[src/rtl/memory_pkg.sv]
// memory_pkg: shared pipeline types, funct3 load/store encodings and MEM-stage FSM states.
package memory_pkg;
    localparam int XLEN = 32;
    localparam logic [2:0] F3_LB  = 3'b000;
    localparam logic [2:0] F3_LH  = 3'b001;
    localparam logic [2:0] F3_LW  = 3'b010;
    localparam logic [2:0] F3_LBU = 3'b100;
    localparam logic [2:0] F3_LHU = 3'b101;
    localparam logic [2:0] F3_SB  = 3'b000;
    localparam logic [2:0] F3_SH  = 3'b001;
    localparam logic [2:0] F3_SW  = 3'b010;
    typedef struct packed {
        logic       enable;
        logic       reg_write;
        logic [4:0] rd;
        logic [2:0] funct3;
        logic       mem_read;
        logic       mem_write;
    } DecodeInfo;
    typedef struct packed {
        logic       stall_req;
        logic [3:0] flush_req;
    } PipeRequest;
    typedef struct packed {
        logic stall;
        logic flush;
    } PipeControl;
    typedef enum logic [1:0] {IDLE, BUSY, DONE} MemState;
endpackage

[src/rtl/memory_if.sv]
// memory_if: req/ack data-memory bus between the MEM stage (master) and data memory (slave).
interface memory_if;
    logic        req;
    logic        we;
    logic [31:0] addr;
    logic [31:0] wdata;
    logic [3:0]  wstrb;
    logic        ack;
    logic [31:0] rdata;
    modport master (output req, we, addr, wdata, wstrb, input ack, rdata);
    modport slave (input req, we, addr, wdata, wstrb, output ack, rdata);
endinterface

[src/rtl/memory_align.sv]
// mem_align: load byte/half extraction with sign/zero extension, store lane replication and byte strobes.
module mem_align
    import memory_pkg::*;
(
    input  logic [2:0]  funct3,
    input  logic [1:0]  lane,
    input  logic [31:0] rdata,
    input  logic [31:0] store_data,
    output logic [31:0] load_data,
    output logic [31:0] wdata,
    output logic [3:0]  wstrb
);
    logic [7:0]  b;
    logic [15:0] h;
    logic        sx;
    always_comb begin
        b = 8'(rdata >> {lane, 3'b000});
        h = lane[1] ? rdata[31:16] : rdata[15:0];
        sx = !funct3[2];
        load_data = funct3[1:0] == F3_LW[1:0] ? rdata :
                    funct3[1:0] == F3_LB[1:0] ? {{24{sx & b[7]}}, b} :
                    {{16{sx & h[15]}}, h};
        wdata = funct3[1:0] == F3_SB[1:0] ? {4{store_data[7:0]}} :
                funct3[1:0] == F3_SH[1:0] ? {2{store_data[15:0]}} : store_data;
        wstrb = funct3[1:0] == F3_SB[1:0] ? 4'b0001 << lane :
                funct3[1:0] == F3_SH[1:0] ? 4'b0011 << {lane[1], 1'b0} : 4'b1111;
    end
endmodule

[src/rtl/memory.sv]
// memory: rv5stage MEM stage issuing loads/stores on a req/ack bus and registering mem_out/info_ff.
// RV5STAGE_MEM_ALIGN_CHECK_EN: misaligned half/word accesses skip the bus and flag mem_misaligned.
module memory
    import memory_pkg::*;
(
    input  logic             clk,
    input  logic             rst,
    output PipeRequest       req,
    input  PipeControl       pipe,
    input  DecodeInfo        info,
    input  logic [XLEN-1:0]  alu_out,
    input  logic [XLEN-1:0]  store_data,
    memory_if.master         dmem,
    output logic [XLEN-1:0]  mem_out,
    output DecodeInfo        info_ff,
    output logic             mem_misaligned
);
    MemState     state;
    logic        flush_pend;
    logic [31:0] cap;
    logic [31:0] load_data;
    logic [31:0] wdata;
    logic [31:0] result;
    logic [3:0]  wstrb;
    logic        access;
    logic        misaligned;
    logic        bus_access;
    logic        done_now;

    mem_align u_align (
        .funct3     (info.funct3),
        .lane       (alu_out[1:0]),
        .rdata      (dmem.rdata),
        .store_data (store_data),
        .load_data  (load_data),
        .wdata      (wdata),
        .wstrb      (wstrb)
    );

    always_comb begin
        access = info.enable && (info.mem_read || info.mem_write);
`ifdef RV5STAGE_MEM_ALIGN_CHECK_EN
        misaligned = access && (info.funct3[1:0] == 2'b01 ? alu_out[0] :
                                info.funct3[1:0] == 2'b10 ? |alu_out[1:0] : 1'b0);
`else
        misaligned = 1'b0;
`endif
        bus_access = access && !misaligned;
        dmem.req = !rst && bus_access && state != DONE;
        dmem.we = bus_access && info.mem_write;
        dmem.addr = {alu_out[31:2], 2'b00};
        dmem.wdata = wdata;
        dmem.wstrb = dmem.we ? wstrb : 4'b0000;
        done_now = dmem.req && dmem.ack;
        req.stall_req = dmem.req && !dmem.ack;
        req.flush_req = 4'b0000;
        result = !info.enable || misaligned ? 32'd0 : info.mem_read ? load_data : alu_out;
    end

    // An issued access cannot be aborted, so a flush seen while waiting is deferred to the ack.
    always_ff @(posedge clk) begin
        if (rst) begin
            state <= IDLE;
            flush_pend <= 1'b0;
            cap <= '0;
            mem_out <= '0;
            info_ff <= '0;
            mem_misaligned <= 1'b0;
        end else if (req.stall_req) begin
            state <= BUSY;
            flush_pend <= flush_pend || pipe.flush;
        end else if (done_now && flush_pend) begin
            state <= IDLE;
            flush_pend <= 1'b0;
            mem_out <= '0;
            info_ff <= '0;
            mem_misaligned <= 1'b0;
        end else if (pipe.stall) begin
            if (done_now) begin
                state <= DONE;
                cap <= result;
            end
        end else if (pipe.flush) begin
            state <= IDLE;
            mem_out <= '0;
            info_ff <= '0;
            mem_misaligned <= 1'b0;
        end else begin
            state <= IDLE;
            mem_out <= state == DONE ? cap : result;
            info_ff <= info;
            mem_misaligned <= misaligned;
        end
    end
endmodule

[src/flat_wrapper.sv]
// flat-port wrapper written by rule: the top's interface ports become plain ports
module memory_flat import memory_pkg::*;
  (clk, rst, req, pipe, info, alu_out, store_data, mem_out, info_ff, mem_misaligned, dmem_req, dmem_we, dmem_addr, dmem_wdata, dmem_wstrb, dmem_ack, dmem_rdata);
  memory_if dmem_i ();
  input  logic clk;
  input  logic rst;
  output PipeRequest req;
  input  PipeControl pipe;
  input  DecodeInfo info;
  input  logic [XLEN-1:0] alu_out;
  input  logic [XLEN-1:0] store_data;
  output logic [XLEN-1:0] mem_out;
  output DecodeInfo info_ff;
  output logic mem_misaligned;
  output wire logic [$bits(dmem_i.req)-1:0] dmem_req;
  output wire logic [$bits(dmem_i.we)-1:0] dmem_we;
  output wire logic [$bits(dmem_i.addr)-1:0] dmem_addr;
  output wire logic [$bits(dmem_i.wdata)-1:0] dmem_wdata;
  output wire logic [$bits(dmem_i.wstrb)-1:0] dmem_wstrb;
  input wire logic [$bits(dmem_i.ack)-1:0] dmem_ack;
  input wire logic [$bits(dmem_i.rdata)-1:0] dmem_rdata;
  assign dmem_req = dmem_i.req;
  assign dmem_we = dmem_i.we;
  assign dmem_addr = dmem_i.addr;
  assign dmem_wdata = dmem_i.wdata;
  assign dmem_wstrb = dmem_i.wstrb;
  assign dmem_i.ack = dmem_ack;
  assign dmem_i.rdata = dmem_rdata;
  memory u_core (.clk(clk), .rst(rst), .req(req), .pipe(pipe), .info(info), .alu_out(alu_out), .store_data(store_data), .dmem(dmem_i), .mem_out(mem_out), .info_ff(info_ff), .mem_misaligned(mem_misaligned));
endmodule
[config.mk]
export PLATFORM = sky130hd
export DESIGN_NAME = memory_flat
export DESIGN_NICKNAME = d
export VERILOG_FILES = /design/src/rtl/memory_pkg.sv /design/src/rtl/memory_if.sv /design/src/rtl/memory_align.sv /design/src/rtl/memory.sv /design/src/flat_wrapper.sv
export SDC_FILE = /design/constraint.sdc
export NUM_CORES = 1
export LEC_CHECK = 0
export CAP_MARGIN = 20
export CELL_PAD_IN_SITES_DETAIL_PLACEMENT = 1
export CELL_PAD_IN_SITES_GLOBAL_PLACEMENT = 1
export CORE_ASPECT_RATIO = 0.5
export CORE_MARGIN = 3
export CORE_UTILIZATION = 29
export DETAILED_ROUTE_END_ITERATION = 7
export GPL_ROUTABILITY_DRIVEN = 0
export GPL_TIMING_DRIVEN = 0
export HOLD_SLACK_MARGIN = 0.05
export PLACE_DENSITY = 0.85
export SYNTH_ARGS = -nofsm -noshare
export SYNTH_HDL_FRONTEND = slang
export SYNTH_HIERARCHICAL = 1
export SYNTH_SLANG_ARGS = --single-unit
[constraint.sdc]
create_clock -name clk -period 2.2 [get_ports clk]
set_input_delay 0.44 -clock clk [delete_from_list [all_inputs] [get_ports clk]]
set_output_delay 0.44 -clock clk [all_outputs]
set_load 0.005 [all_outputs]
==> flow_summary.yaml, run 1 <==
status:
  violations: "negative setup slack"
  status: "complete, but fails checks"
layout:
  ff_latch_area_um2: 1590
  fillers: 2230
  syn_to_final_growth_pct: 58.9
  final_common_cell: "clkdlybuf4s50_1"
  layout.nets: 1068
  multi_input_area_um2: 3780
  drive_gt1_frac: 0.216
  design_area_um2: 9230
  final_cell_mix: "190 x clkdlybuf4s50_1, 77 x dfxtp_1, 73 x mux2i_1"
yosys:
  synth_edf_count: 0
  ys_seq_elements: 79
  yosys_warnings: 6
  postSynthCellCount: 697
  synth_cell_types: 42
  synth_seq_area_share: 0.272
  syn_area_per_cell_um2: 8.34
  synth_area_um2: 5810
  synthArstFlopShare: 0
  synth_ff_type: "dfxtp_1"
setup_path:
  required_ns: 2.47
  crit_path_end_kind: "flip-flop"
  path_buf_inv: 5
  crit_family: "buffers and inverters"
  cp_cell_sequence: "clkbuf_2, buf_6, nor2b_4, a221oi_4, buf_12, buf_6, o31ai_1, mux2i_1, buf_4, o31ai_2, nand3_1, mux2i_1"
  crit_fanout: 7
  cp.arrival_ns: 2.49
  crit_path_max_incr_delay_ns: 0.32
  worstSetupPathType: "input port to flip-flop"
  slowest_stage: "o31ai_2"
  start_kind: "input port"
  rrSetupSlack_ns: 0.10
clocking:
  clk_latency_ns: 0.34
  cts-root-buf: "clkbuf_16"
  clkTransAtPathRegs_ns: 0.06
  cts_tree: "done"
  htreeDepth: 3
  cts.path.max_buffers: 2
  clock-sinks: 79
  numCtsBuffers: 9
routing:
  drc: 0
  drtIter0Drc: 369
  drt_wl_total_mm: 27.0
  final_antenna_net_count: 0
  vias: 6622
  first_pass_iters: 5
  via_per_inst: 5.42
  avgRoutedWirePerCell_um: 22.1
global_route:
  grt_pass1_vias: 6919
  grt_max_degree: 14
  track_usage: 0.236
  antenna_found_initial: 3
  grt_first_pass_wirelength_mm: 40.4
  overflow: 0
power:
  p_sw_uw: 1290
  swShare: 0.292
  pwr-share-seq: 0.336
  p_per_area_nw_per_um2: 479
  pwr-share-clk: 0.349
  combPwrFrac: 0.315
  leakage_uw: 0.00361
  peakVddDrop_uv: 303
  power.internal_uw: 3130
floorplan:
  die_area_um2: 21900
  ioPinCount: 233
  die_x_um: 206
  rows: 35
  core-area_um2: 19000
  die_height_um: 106
  start_util: 0.306
place:
  port_buffers: 223
  place_ws_ns: -1.31
  place_area_um2: 8390
  hpwl_mm: 20.2
worst_hold_path:
  hold_path.class: "input port to flip-flop"
sta:
  period_share: 1.01
  finalHoldViolCount: 0
  min_period_ns: 2.22
  setup_ws_ns: -0.0231
  setup_viol: 2
  worst_clock_skew_ns: 0.00610
  rsz0062_at_grt: "yes"
  worst_slew_pin_slew_ns: 1.06
  max_freq_mhz: 450
  drv_slew: 0
  relSlewSlack: 0.297
flow_run:
  maxCapViolCount: 0
-- kinds of logic (layout without fill, tap and decap cells) --
group,Yosys count,count (layout),synth area share
compound gates,153,153,0.170
buf+inv,126,383,0.127
flops,79,79,0.272
mux,113,113,0.201
other cells,1,9,0.000645
simple gates,225,225,0.229
-- through the flow --
stage	hold WS (ns)	total power, µW	instances	setup TNS [ns]	utilization
CTS	0.436	4350	1213	0	0.473
detailed placement	0.469	2750	1185	-98.00	0.441
global route	0.473	4590	1220	-0.0739	0.486
floorplan	0.450	2100	703	0	-
global placement	0.458	2720	1185	-94.46	0.441
finish	0.448	4420	1221	-0.0261	0.486
-- area by class of cell --
| cell class | instances | share of cell area |
|---|---|---|
| plain buffers | 118 | 0.0863 |
| flip-flops and latches | 79 | 0.172 |
| inverters | 4 | 0.00163 |
| clock inverters | 5 | 0.00610 |
| diodes | 2 | 0.000542 |
| multi-input cells | 498 | 0.410 |
| repair buffers | 245 | 0.261 |
| clock buffers | 11 | 0.0274 |
| well taps | 259 | 0.0351 |
-- sequential cells by signal, indices dropped and copies added (netlist names) --
name and flops:
u_core/cap 32, u_core/flush_pend 1, u_core/info_ff 12, u_core/mem_out 32, u_core/state 2
-- layer usage --
metal,GRT usage,vias up,share of wire
met5,0,-,0.00078
met4,0.0701,4,0.025
met3,0.0590,64,0.083
met2,0.410,305,0.49
met1,0.287,3242,0.40
li1,-,3007,-
-- worst paths after layout --
check,cells after the start,end,start
min reg2reg,2,u_core/info_ff[0],u_core/info_ff[0]
min,3,u_core/info_ff[3],info[3]
max reg2reg,8,u_core/mem_out[12],u_core/state[1]
max,12,u_core/mem_out[25],alu_out[1]
-- repair_timing --
action / 4_1_cts / 5_1_grt
endpoints found under the hold margin: 0 / 0
setup buffers: 12 / 7
setup endpoints to repair: 107 / 73
gates cloned: 3 / 0
resized for setup: 119 / 69
hold buffers: 0 / 0
pin swaps: 8 / 7
-- Yosys cell counts, types with 6 or more instances --
cell      number  area, µm²
mux2i_1       86        861
dfxtp_1       79       1580
o31ai_1       54        405
buf_4         51        383
clkbuf_1      50        188
o21ai_0       46        230
nand2b_1      44        275
nand3_1       44        220
a21oi_1       34        170
nand3b_1      32        240
or4_1         32        240
nor2_1        31        116
mux2_2        26        293
nand2_1       18       67.6
and3_1        10       62.6
buf_2         10       50.1
buf_6          8       90.1
a221o_1        6       60.1
-- power by group through the flow --
stage / Clock, µW / Combinational, µW / Sequential (µW)
after global placement: 0 / 1200 / 1520
after global routing: 1630 / 1470 / 1490
after detailed placement: 0 / 1230 / 1520
final: 1540 / 1390 / 1490
after floorplan: 0 / 580 / 1520
after CTS: 1570 / 1300 / 1490
-- worst min-delay path, stage by stage --
cell and delay (ns):
buf_6 0.14, nand3_1 0.09, mux2i_1 0.06
No activity file was read; power rests on OpenSTA's default activity.
==> run 2: changes to the inputs <==
- GPL_TIMING_DRIVEN: 0 -> 1
==> run 2 against run 1 <==
Against the previous run:
- the flow now finishes without violations
- wire length down 7.5%
- die area unchanged
- maximum frequency up 2.3%
- non-clock buffer count down 66
- clock power down 5%
- worst hold slack better by 0.018 ns
- global-route usage down 1.6 points
==> flow_summary.yaml, run 2 (synthesized netlist as in run 1, its figures left out) <==
sta:
  setup_viol: 0
  worst_slew_pin_slew_ns: 0.760
  setup_ws_ns: 0.0270
  min_period_ns: 2.17
  finalSetupTns_ns: 0
  relSlewSlack: 0.493
  rsz0062_at_grt: "yes"
  finalHoldViolCount: 0
  period_share: 0.988
  drv_slew: 0
  max_freq_mhz: 460
  worst_clock_skew_ns: 0.00808
global_route:
  grt_pass1_vias: 6465
  grt_max_degree: 77
  overflow: 0
  antenna_found_initial: 3
  grt_first_pass_wirelength_mm: 37.7
  track_usage: 0.219
power:
  power.total_uw: 4240
  combPwrFrac: 0.304
  power.internal_uw: 3010
  pwr-share-seq: 0.350
  swShare: 0.291
  leakage_uw: 0.00340
  p_per_area_nw_per_um2: 483
  p_sw_uw: 1240
  peakVddDrop_uv: 316
  pwr-share-clk: 0.346
floorplan:
  rows: 35
  die_area_um2: 21900
  die_height_um: 106
  die_x_um: 206
  start_util: 0.306
  core-area_um2: 19000
  ioPinCount: 233
routing:
  avgRoutedWirePerCell_um: 21.6
  via_per_inst: 5.40
  vias: 6241
  drc: 0
  drt_wl_total_mm: 24.9
  first_pass_iters: 6
  final_antenna_net_count: 0
  drtIter0Drc: 501
flow_run:
  maxCapViolCount: 0
layout:
  final_common_cell: "clkdlybuf4s50_1"
  syn_to_final_growth_pct: 51.3
  reg_top3: "u_core/cap x32, u_core/mem_out x32, u_core/info_ff x12"
  drive_gt1_frac: 0.170
  layout.nets: 1002
  final_cell_mix: "183 x clkdlybuf4s50_1, 83 x mux2i_1, 79 x dfxtp_1"
setup_path:
  start_kind: "input port"
  required_ns: 1.76
  cp.arrival_ns: 1.73
  worstSetupPathType: "input port to output pin"
  crit_path_end_kind: "output pin"
  crit_fanout: 12
clocking:
  cts-root-buf: "clkbuf_16"
  cts.path.max_buffers: 2
  cts_tree: "done"
  htreeDepth: 3
  numCtsBuffers: 9
  clkTransAtPathRegs_ns: 0.06
  clock-sinks: 79
  hold_buffers: 0
  clk_latency_ns: 0.34
status:
  status: "completed"
worst_hold_path:
  hold_path.class: "input port to flip-flop"
place:
  port_buffers: 225
  place_ws_ns: -0.643
  hpwl_mm: 18.4
[run 2: cell types whose count changed in the layout (fill, tap and decap cells not counted), moves of 3 or more]
cell             previous run  this run
buf_1                       5         0
dlymetal6s2s_1              9         0
o31ai_1                    31        46
o31ai_2                    22         9
buf_12                      3        10
buf_8                       3         0
clkdlybuf4s50_1           190       183
mux2i_2                    13         3
dlygate4sd2_1              12        26
clkbuf_1                   36         0
mux2i_1                    73        83
buf_4                      72        55
clkbuf_2                   11         6
buf_6                      13         4
[run 2: power by group through the flow]
stage          registers (µW)  logic, µW  clock network [µW]
2_1_floorplan            1520        580                   0
3_3_place_gp             1510       1190                   0
3_5_place_dp             1520       1220                   0
4_1_cts                  1490       1260                1500
5_1_grt                  1490       1380                1570
6_report                 1480       1290                1470
[run 2: final timing paths]
check	start	end	slack [ns]	cells past startpoint
max	info[3]	dmem_wdata[19]	0.03	6
min	rst	u_core/flush_pend	0.47	3
max reg2reg	u_core/state[1]	u_core/cap[25]	0.21	5
min reg2reg	u_core/info_ff[8]	u_core/info_ff[8]	0.47	2
[run 2: critical path, stage by stage]
cell             delay, ns
clkdlybuf4s15_2       0.22
buf_6                 0.14
buf_4                 0.11
bufbuf_16             0.25
mux2_2                0.33
clkdlybuf4s15_1       0.22
[run 2: timing repair]
item                                    4_1_cts  5_1_grt
pin swaps                                     7        4
buffers inserted                              5        4
resized for setup                            71       22
endpoints found under the setup margin      101       67
cloned                                        3        0
[run 2: through the flow]
| step | cell area (µm²) | utilization | hold slack [ns] | cells |
|---|---|---|---|---|
| after global placement | 8250 | 0.434 | 0.457 | 1126 |
| after CTS | 8740 | 0.460 | 0.473 | 1150 |
| final | 8790 | 0.463 | 0.466 | 1155 |
| after detailed placement | 8250 | 0.434 | 0.470 | 1126 |
| after global routing | 8790 | 0.462 | 0.500 | 1154 |
| after floorplan | 5830 | - | 0.450 | 703 |
[run 2: routing by layer]
metal / share of wire / global-route usage / up-vias
li1: - / - / 2886
met1: 0.41 / 0.275 / 3038
met2: 0.49 / 0.379 / 278
met3: 0.085 / 0.0569 / 35
met4: 0.016 / 0.0474 / 4
met5: 0.00084 / 0 / -
[run 2: layout make-up]
type / count / area, µm²
Clock inverter: 4 / 27.5
Clock buffer: 12 / 267
Tap cell: 259 / 324
Inverter: 4 / 15.0
Timing Repair Buffer: 297 / 2930
Sequential cell: 79 / 1580
Fill cell: 2209 / 10200
Antenna cell: 2 / 5.00
Multi-Input combinational cell: 498 / 3640
